## config.mk

```make
export PLATFORM = sky130hd
export DESIGN_NAME = adc_pulse_emulator_flat
export DESIGN_NICKNAME = d
export VERILOG_FILES = /design/src/rtl/adc_pulse_emulator_if.sv /design/src/rtl/adc_pulse_emulator.sv /design/src/flat_wrapper.sv
export SDC_FILE = /design/constraint.sdc
export NUM_CORES = 1
export LEC_CHECK = 0
export ABC_AREA = 1
export BUFFER_PORTS_ARGS = -buffer_cell sky130_fd_sc_hd__buf_2
export CELL_PAD_IN_SITES_DETAIL_PLACEMENT = 1
export CELL_PAD_IN_SITES_GLOBAL_PLACEMENT = 2
export CORE_MARGIN = 4
export CORE_UTILIZATION = 33
export CTS_CLUSTER_SIZE = 16
export DETAILED_ROUTE_END_ITERATION = 8
export GPL_TIMING_DRIVEN = 0
export PLACE_DENSITY_LB_ADDON = 0.3
export SETUP_SLACK_MARGIN = 0.15
export SLEW_MARGIN = 20
export SYNTH_ARGS = -nofsm -noshare
export SYNTH_HDL_FRONTEND = slang
export SYNTH_SLANG_ARGS = --single-unit
```

## constraint.sdc

```tcl
create_clock -name clk -period 3.5 [get_ports clk]
set_clock_uncertainty 0.05 [all_clocks]
set_input_delay 0.35 -clock clk [delete_from_list [all_inputs] [get_ports clk]]
set_output_delay 0.35 -clock clk [all_outputs]
set_load 0.02 [all_outputs]
```

## src/rtl/adc_pulse_emulator_if.sv

```systemverilog
// Control and sample bus of the pulse emulator: trigger/shape controls in, ADC-format sample out.
interface adc_pulse_emulator_if #(
  parameter int DATA_W   = 12,
  parameter int PERIOD_W = 16
);
  logic                enable;
  logic                trig;
  logic [DATA_W-1:0]   amplitude;
  logic [3:0]          decay_shift;
  logic [PERIOD_W-1:0] period;
  logic [DATA_W-1:0]   output_data;
  logic                pulse_start;
  logic                busy;

  modport master (
    output enable, trig, amplitude, decay_shift, period,
    input  output_data, pulse_start, busy
  );

  modport slave (
    input  enable, trig, amplitude, decay_shift, period,
    output output_data, pulse_start, busy
  );
endinterface

```

## src/rtl/adc_pulse_emulator.sv

```systemverilog
// Synthetic detector-pulse source: each trigger adds a step to a fixed-point accumulator that
// decays by acc >> decay_shift per cycle; overlapping triggers pile up and saturate.
module adc_pulse_emulator #(
  parameter int DATA_W   = 12,
  parameter int FRAC_W   = 8,
  parameter int PERIOD_W = 16
) (
  input  logic                clk,
  input  logic                reset,
  adc_pulse_emulator_if.slave bus
);

  localparam int W = DATA_W + FRAC_W;

  typedef enum logic {
    IDLE  = 1'b0,
    DECAY = 1'b1
  } state_t;

  state_t              state_q, state_d;
  logic [W-1:0]        acc_q, acc_d;
  logic [PERIOD_W-1:0] cnt_q, cnt_d;
  logic                pulse_start_q, pulse_start_d;

  logic                auto_fire;
  logic                trig_event;
  logic [W-1:0]        step;
  logic [W:0]          sum;
  logic [W-1:0]        decayed;

  // The >= compare lets a shortened period fire immediately instead of waiting for a wrap.
  always_comb begin
    cnt_d     = '0;
    auto_fire = 1'b0;
    if (bus.enable && (bus.period != '0)) begin
      if (cnt_q >= (bus.period - PERIOD_W'(1))) begin
        auto_fire = 1'b1;
      end else begin
        cnt_d = cnt_q + PERIOD_W'(1);
      end
    end
  end

  assign trig_event = (bus.trig | auto_fire) & bus.enable & (bus.amplitude != '0);
  assign step       = {bus.amplitude, {FRAC_W{1'b0}}};
  assign sum        = {1'b0, acc_q} + {1'b0, step};
  assign decayed    = acc_q - (acc_q >> bus.decay_shift);

  always_comb begin
    state_d       = state_q;
    acc_d         = acc_q;
    pulse_start_d = trig_event;
    case (state_q)
      IDLE: begin
        if (trig_event) begin
          acc_d   = step;
          state_d = DECAY;
        end else begin
          acc_d = '0;
        end
      end
      DECAY: begin
        // A pile-up event replaces that cycle's decay step.
        if (trig_event) begin
          acc_d = sum[W] ? {W{1'b1}} : sum[W-1:0];
        end else if (decayed[W-1:FRAC_W] == '0) begin
          acc_d   = '0;
          state_d = IDLE;
        end else begin
          acc_d = decayed;
        end
      end
      default: begin
        acc_d   = '0;
        state_d = IDLE;
      end
    endcase
  end

  always_ff @(posedge clk or negedge reset) begin
    if (!reset) begin
      state_q       <= IDLE;
      acc_q         <= '0;
      cnt_q         <= '0;
      pulse_start_q <= 1'b0;
    end else begin
      state_q       <= state_d;
      acc_q         <= acc_d;
      cnt_q         <= cnt_d;
      pulse_start_q <= pulse_start_d;
    end
  end

  assign bus.output_data = acc_q[W-1:FRAC_W];
  assign bus.pulse_start = pulse_start_q;
  assign bus.busy        = (state_q == DECAY);

endmodule

```

## src/flat_wrapper.sv

```systemverilog
// flat-port wrapper written by rule: the top's interface ports become plain ports
module adc_pulse_emulator_flat 
#(
  parameter int DATA_W   = 12,
  parameter int FRAC_W   = 8,
  parameter int PERIOD_W = 16
)
  (clk, reset, bus_enable, bus_trig, bus_amplitude, bus_decay_shift, bus_period, bus_output_data, bus_pulse_start, bus_busy);
  adc_pulse_emulator_if #(.DATA_W(DATA_W), .PERIOD_W(PERIOD_W)) bus_i ();
  input  logic clk;
  input  logic reset;
  input wire logic [$bits(bus_i.enable)-1:0] bus_enable;
  input wire logic [$bits(bus_i.trig)-1:0] bus_trig;
  input wire logic [$bits(bus_i.amplitude)-1:0] bus_amplitude;
  input wire logic [$bits(bus_i.decay_shift)-1:0] bus_decay_shift;
  input wire logic [$bits(bus_i.period)-1:0] bus_period;
  output wire logic [$bits(bus_i.output_data)-1:0] bus_output_data;
  output wire logic [$bits(bus_i.pulse_start)-1:0] bus_pulse_start;
  output wire logic [$bits(bus_i.busy)-1:0] bus_busy;
  assign bus_i.enable = bus_enable;
  assign bus_i.trig = bus_trig;
  assign bus_i.amplitude = bus_amplitude;
  assign bus_i.decay_shift = bus_decay_shift;
  assign bus_i.period = bus_period;
  assign bus_output_data = bus_i.output_data;
  assign bus_pulse_start = bus_i.pulse_start;
  assign bus_busy = bus_i.busy;
  adc_pulse_emulator #(.DATA_W(DATA_W), .FRAC_W(FRAC_W), .PERIOD_W(PERIOD_W)) u_core (.clk(clk), .reset(reset), .bus(bus_i));
endmodule
```

======== Yosys cells after proc, flatten, opt, wreduce, memory -nomap -nowiden ========
Index checks and enable logic that the tools add are counted.
cells by class
  $add $sub $neg .......................... 4
  $lt $le $gt $ge ......................... 1
  shift-type cells ........................ 1
  mux-type cells .......................... 13
  bitwise operators ....................... 4
  reductions and logical operators ........ 4
operators by type and width
  cell                     number
  $mux W20                 4
  $pmux W20 S2             1
  $mux W16                 2
  $add A20 B20 Y21         1
  $shr A20 B4 Y20          1
  $sub A20 B20 Y20         1
  $add A16 B1 Y16 const B  1
  $ge A16 B16 Y1           1
  $reduce_bool A16 Y1      1
  $sub A16 B1 Y16 const B  1
  $logic_not A12 Y1        1
  $reduce_bool A12 Y1      1
  $mux W1                  5
  $and A1 B1 Y1            2
  $pmux W1 S2              1
  $logic_and A1 B1 Y1      1
  $not A1 Y1               1
  $or A1 B1 Y1             1
storage, ports and cells
  register bits ........................... 38

======== Depth between registers and ports, before layout ========
  depth in word-level cells ............... 9
  gate-level depth with buffers ........... 28
  depth with buffers taken out ............ 27

======== Least setup slack after synthesis ========
No wires, ideal clock.
  path type ............................... input port to flip-flop
  from .................................... in bus_decay_shift[0]
  to ...................................... reg u_core.acc_q[1]
  data arrival time ....................... 2.937 ns
  data required time ...................... 3.334 ns
  slack ................................... 0.397 ns
  stages on the path ...................... 24
  buffers on the path ..................... 1
  path through ............................ inv_2 > clkbuf_1 > nand2_1 > nand3_1 > o21ai_0 > o21ai_0 > nand2_1 > o21ai_0 > ha_1 > inv_1 > fa_1 > nand3_1 > nand3_1 > nand2_1 > nand2_1 > xor2_1 > nor2_1 > nand2_1 > nor2_4 > nand2_4 > nand2_1 > nand2_1 > nand2_1 > nand2_1
on the way
  word-level cells in the longest chain between the ends .. 6
RTL lines
  element               RTL line                  text
  from (decl)           flat_wrapper.sv:15        input wire logic [$bits(bus_i.decay_shift)-1:0] bus_decay_shift;
  $shr A20 B4 Y20 (*)   adc_pulse_emulator.sv:47  assign decayed = acc_q - (acc_q >> bus.decay_shift);
  $sub A20 B20 Y20 (*)  adc_pulse_emulator.sv:47
  $logic_not A12 Y1     adc_pulse_emulator.sv:66  end else if (decayed[W-1:FRAC_W] == '0) begin
  $mux W20 (*)          adc_pulse_emulator.sv:66
  $mux W20 (*)          adc_pulse_emulator.sv:64  if (trig_event) begin
  $pmux W20 S2 (*)      adc_pulse_emulator.sv:53  case (state_q)
  to (signal assigned)  adc_pulse_emulator.sv:83  acc_q <= '0;
  to (signal assigned)  adc_pulse_emulator.sv:88  acc_q <= acc_d;
  to (decl)             adc_pulse_emulator.sv:21  logic [W-1:0] acc_q, acc_d;
Every way passes the cells marked *; elsewhere a longest branch is shown, timed or not.

======== Final worst setup path ========
  from .................................... reg u_core.acc_q[12]
  to ...................................... reg u_core.acc_q[5]
on the way
  word-level cells in the longest chain between the ends .. 6
  elaborated cells between the ends (all ways) .. 8
  classes of those cells .................. add/sub (2); shift (1); mux (4); reduce/logical (1)
RTL lines
  element            RTL line
  $shr A20 B4 Y20    adc_pulse_emulator.sv:47
  $sub A20 B20 Y20   adc_pulse_emulator.sv:47
  $logic_not A12 Y1  adc_pulse_emulator.sv:66
  $mux W20           adc_pulse_emulator.sv:66
  $mux W20 (*)       adc_pulse_emulator.sv:64
  $pmux W20 S2 (*)   adc_pulse_emulator.sv:53
Marked as above.

==> impl_metrics.json <==
{
  "h-tree-depth": 2,
  "cts.reportedPaths.clkPinSlew_ns": 0.06,
  "syn_inst": 875,
  "slew_violations": 0,
  "portBuffers": 48,
  "die_w_um": 135.3,
  "rows": 46,
  "synth_edf_count": 0,
  "syn_nets": 962,
  "clock.fmax_ghz": 0.2996,
  "grt_use_met2_pct": 34.29,
  "yosys_warnings": 0,
  "vias": 5880,
  "grtUsageMet3_pct": 2.675,
  "synth_area_leaders": "nand2_1, dfrtp_1, ha_1, inv_1, nand3_1",
  "power_density_nw_per_um2": 885.9,
  "ys_async_sr_fraction_pct": 100.0,
  "synth_seq_cells": 38,
  "nets": 1053,
  "place_congestion": 0.8674,
  "ir_drop_mv": 0.4110,
  "hpwl_um": 15100,
  "design.die.area_um2": 18310,
  "drt_iter0_drc": 307,
  "core_region_area_um2": 15890,
  "area_delta_synth_final_pct": 27.45,
  "start_util_pct": 33.66,
  "cp_max_fo": 5,
  "clock_sinks": 38,
  "worstSetupPathType": "flip-flop to flip-flop",
  "dr.pass1.iters": 4,
  "setup_violations": 0,
  "die_height_um": 135.3,
  "reg2reg_slack_ns": 0.16,
  "pin_count": 50,
  "min_path_type": "primary input to async pin",
  "min_period_ns": 3.338,
  "drc": 0,
  "rr_startpoint": "u_core.acc_q[12]$_DFF_PN0_",
  "drive_gt1_share_pct": 28.13,
  "clockPowerShare_pct": 8.9,
  "pwr-share-comb_pct": 77.9,
  "syn_avg_cell_area_um2": 6.112,
  "end_kind": "flip-flop",
  "slew-limit-headroom_pct": 38.56,
  "outcome": "finished, final reports clean",
  "antenna_found_initial": 0,
  "cts_tree": "built",
  "max-clock-path-buffers": 2,
  "reg2reg_to": "u_core.acc_q[5]$_DFFE_PN0P_",
  "viasPerCell": 4.970,
  "grt_first_pass_wirelength_um": 29710,
  "met1_usage_pct": 28.66,
  "grtUsageTotal_pct": 20.52,
  "grt_max_degree": 39,
  "yosysTopAreaCell": "nand2_1",
  "leakagePower_nw": 3.553,
  "first_global_vias": 5727,
  "wl_um": 19150,
  "worstPathRequired_ns": 3.63,
  "switching_share_pct": 54.21,
  "power.switching_mw": 3.273,
  "period_share_pct": 95.37,
  "tightest_slew_ns": 0.9216,
  "p_int_mw": 2.765,
  "grt.busiest_layer": "met2",
  "netlist.area_leader.share_pct": 21.97,
  "numCtsBuffers": 5,
  "drt-wirelength-per-cell_um": 16.19,
  "grt_overflow": 0,
  "arrival_ns": 3.47,
  "finalHoldViolCount": 0,
  "rsz0062_at_grt": "yes",
  "antenna_cells_inserted": 0,
  "ys_seq_area_share_pct": 17.78,
  "maxCapViolCount": 0,
  "crit_path_start_kind": "flip-flop",
  "clock-root-buffer": "clkbuf_16",
  "clk_latency_ns": 0.30,
  "syn_area_um2": 5348,
  "synth_flop_cell": "dfrtp_1",
  "synth_cell_types": 42,
  "fin_tns_setup_ns": 0,
  "final_cells": 1183,
  "antenna_left": 0,
  "seq_power_share_pct": 13.2,
  "reg2reg_depth": 25,
  "placed_cells": 1139
}
[routing by layer]
layer | up-vias | wire, um | part of all wire [%]
met5 | - | 0 | 0
li1 | 2983 | - | -
met3 | 19 | 553 | 2.9
met4 | 0 | 248 | 1.3
met2 | 72 | 9081 | 47
met1 | 2806 | 9268 | 48
[cell usage after synthesis, types with 3 or more instances]
cell type  number
inv_1          99
nand2_1       313
ha_1           49
dfrtp_1        38
nor4_1          4
nand4_1         9
a21oi_1        35
buf_4          13
xor2_1         30
nand3_1        59
nor2_4          6
nor3_2          4
clkbuf_1       12
and2_1          3
mux2i_1         4
nor2_1         64
o21ai_0        46
xnor2_1         8
inv_2           8
nor3_1         12
nand3_2         7
o21ai_1         3
a31oi_1         7
nand2_2        14
[registers in the layout, indices dropped and copies added (netlist names)]
| signal | flops |
|---|---|
| u_core.acc_q | 20 |
| u_core.cnt_q | 16 |
| u_core.bus.busy | 1 |
| u_core.bus.pulse_start | 1 |
[worst max-delay path, cell delays in order, from the launching register on]
cell and delay, ns:
dfrtp_2 0.46, buf_6 0.15, nand2_4 0.06, nand2_2 0.05, nor2_2 0.11, a31oi_2 0.06
o21ai_1 0.16, a21oi_1 0.07, a21oi_1 0.17, ha_2 0.35, nand2_4 0.13, inv_2 0.04
nand2_2 0.06, nand2_2 0.06, a21oi_2 0.19, nand2_1 0.09, nand2_1 0.09, nand2_1 0.07
nor2_2 0.14, nand2_2 0.09, nor2_4 0.21, nand2_4 0.12, nand2_1 0.08, nand2_1 0.05
nand2_1 0.07, nand2_1 0.05
[worst max-delay path by stage]
stage / endpoint / slack, ns / cells after the start / startpoint
global route: u_core.acc_q[4]$_DFFE_PN0P_ / -0.04 / 24 / u_core.acc_q[17]$_DFF_PN0_
finish: u_core.acc_q[5]$_DFFE_PN0P_ / 0.16 / 25 / u_core.acc_q[12]$_DFF_PN0_
floorplan: u_core.acc_q[1]$_DFFE_PN0P_ / 0.40 / 24 / bus_decay_shift[0]
detailed placement: u_core.acc_q[4]$_DFFE_PN0P_ / -0.78 / 26 / bus_decay_shift[0]
CTS: u_core.acc_q[4]$_DFFE_PN0P_ / 0.15 / 22 / bus_period[0]
global placement: u_core.acc_q[4]$_DFFE_PN0P_ / -0.83 / 26 / bus_decay_shift[0]
[cells in the final DEF, fill, tap and decap left out, drive strengths merged, types with 4 or more instances in the layout]
master	instances
o21ai	49
xor2	30
nor2	72
mux2i	4
nand2	330
clkbuf	17
xnor2	8
a21oi	35
nand3	66
dfrtp	38
a31oi	8
inv	107
nand4	9
nor4	5
nor3	16
buf	101
ha	49
[timing repair]
action                                  in CTS  in global routing
gates cloned                                 0                  2
hold buffers                                 0                  0
resized for setup                           54                123
pin swaps                                    6                 45
setup buffers                               17                 17
endpoints found under the setup margin      20                 32
[power groups by stage]
stage          Clock, mW  Sequential [mW]  Combinational [mW]
4_1_cts            0.551            0.786                4.05
5_1_grt            0.568            0.806                5.24
6_report           0.536            0.797                4.71
3_3_place_gp           0            0.865                3.65
3_5_place_dp           0            0.868                3.70
2_1_floorplan          0            0.706                2.79
[cell families after synthesis]
kind of cell	Yosys count	synth area share, %
AOI/OAI and AO/OA	101	10.41
adders and majority gates	51	12.21
muxes	4	0.7487
buffers and inverters	137	10.86
and+or+nand+nor	506	41.76
DFF	38	17.78
xor gates and xnor gates	38	6.224
[metrics by stage]
step	setup WS (ns)	cell area, um^2	power, mW	hold WS, ns	util, %
2_1_floorplan	0.3969	5348	3.499	0.004409	-
3_3_place_gp	-0.8259	5858	4.514	0.4165	36.88
3_5_place_dp	-0.7828	5858	4.570	0.4332	36.88
4_1_cts	0.1548	6262	5.387	0.1810	39.42
5_1_grt	-0.03858	6815	6.611	0.2321	42.90
6_report	0.1619	6815	6.038	0.1461	42.90
[area by class of cell]
cell class              instances  area, um^2
plain buffers                  29       214.0
clock buffers                   7       132.6
clock inverters                 1       30.03
fillers                      2139        9070
inverters                     108       412.9
multi-input cells             702        4283
flip-flops and latches         38       965.9
well taps                     216       270.3
repair buffers                 82       506.7
No activity file was read; power rests on OpenSTA's default activity.
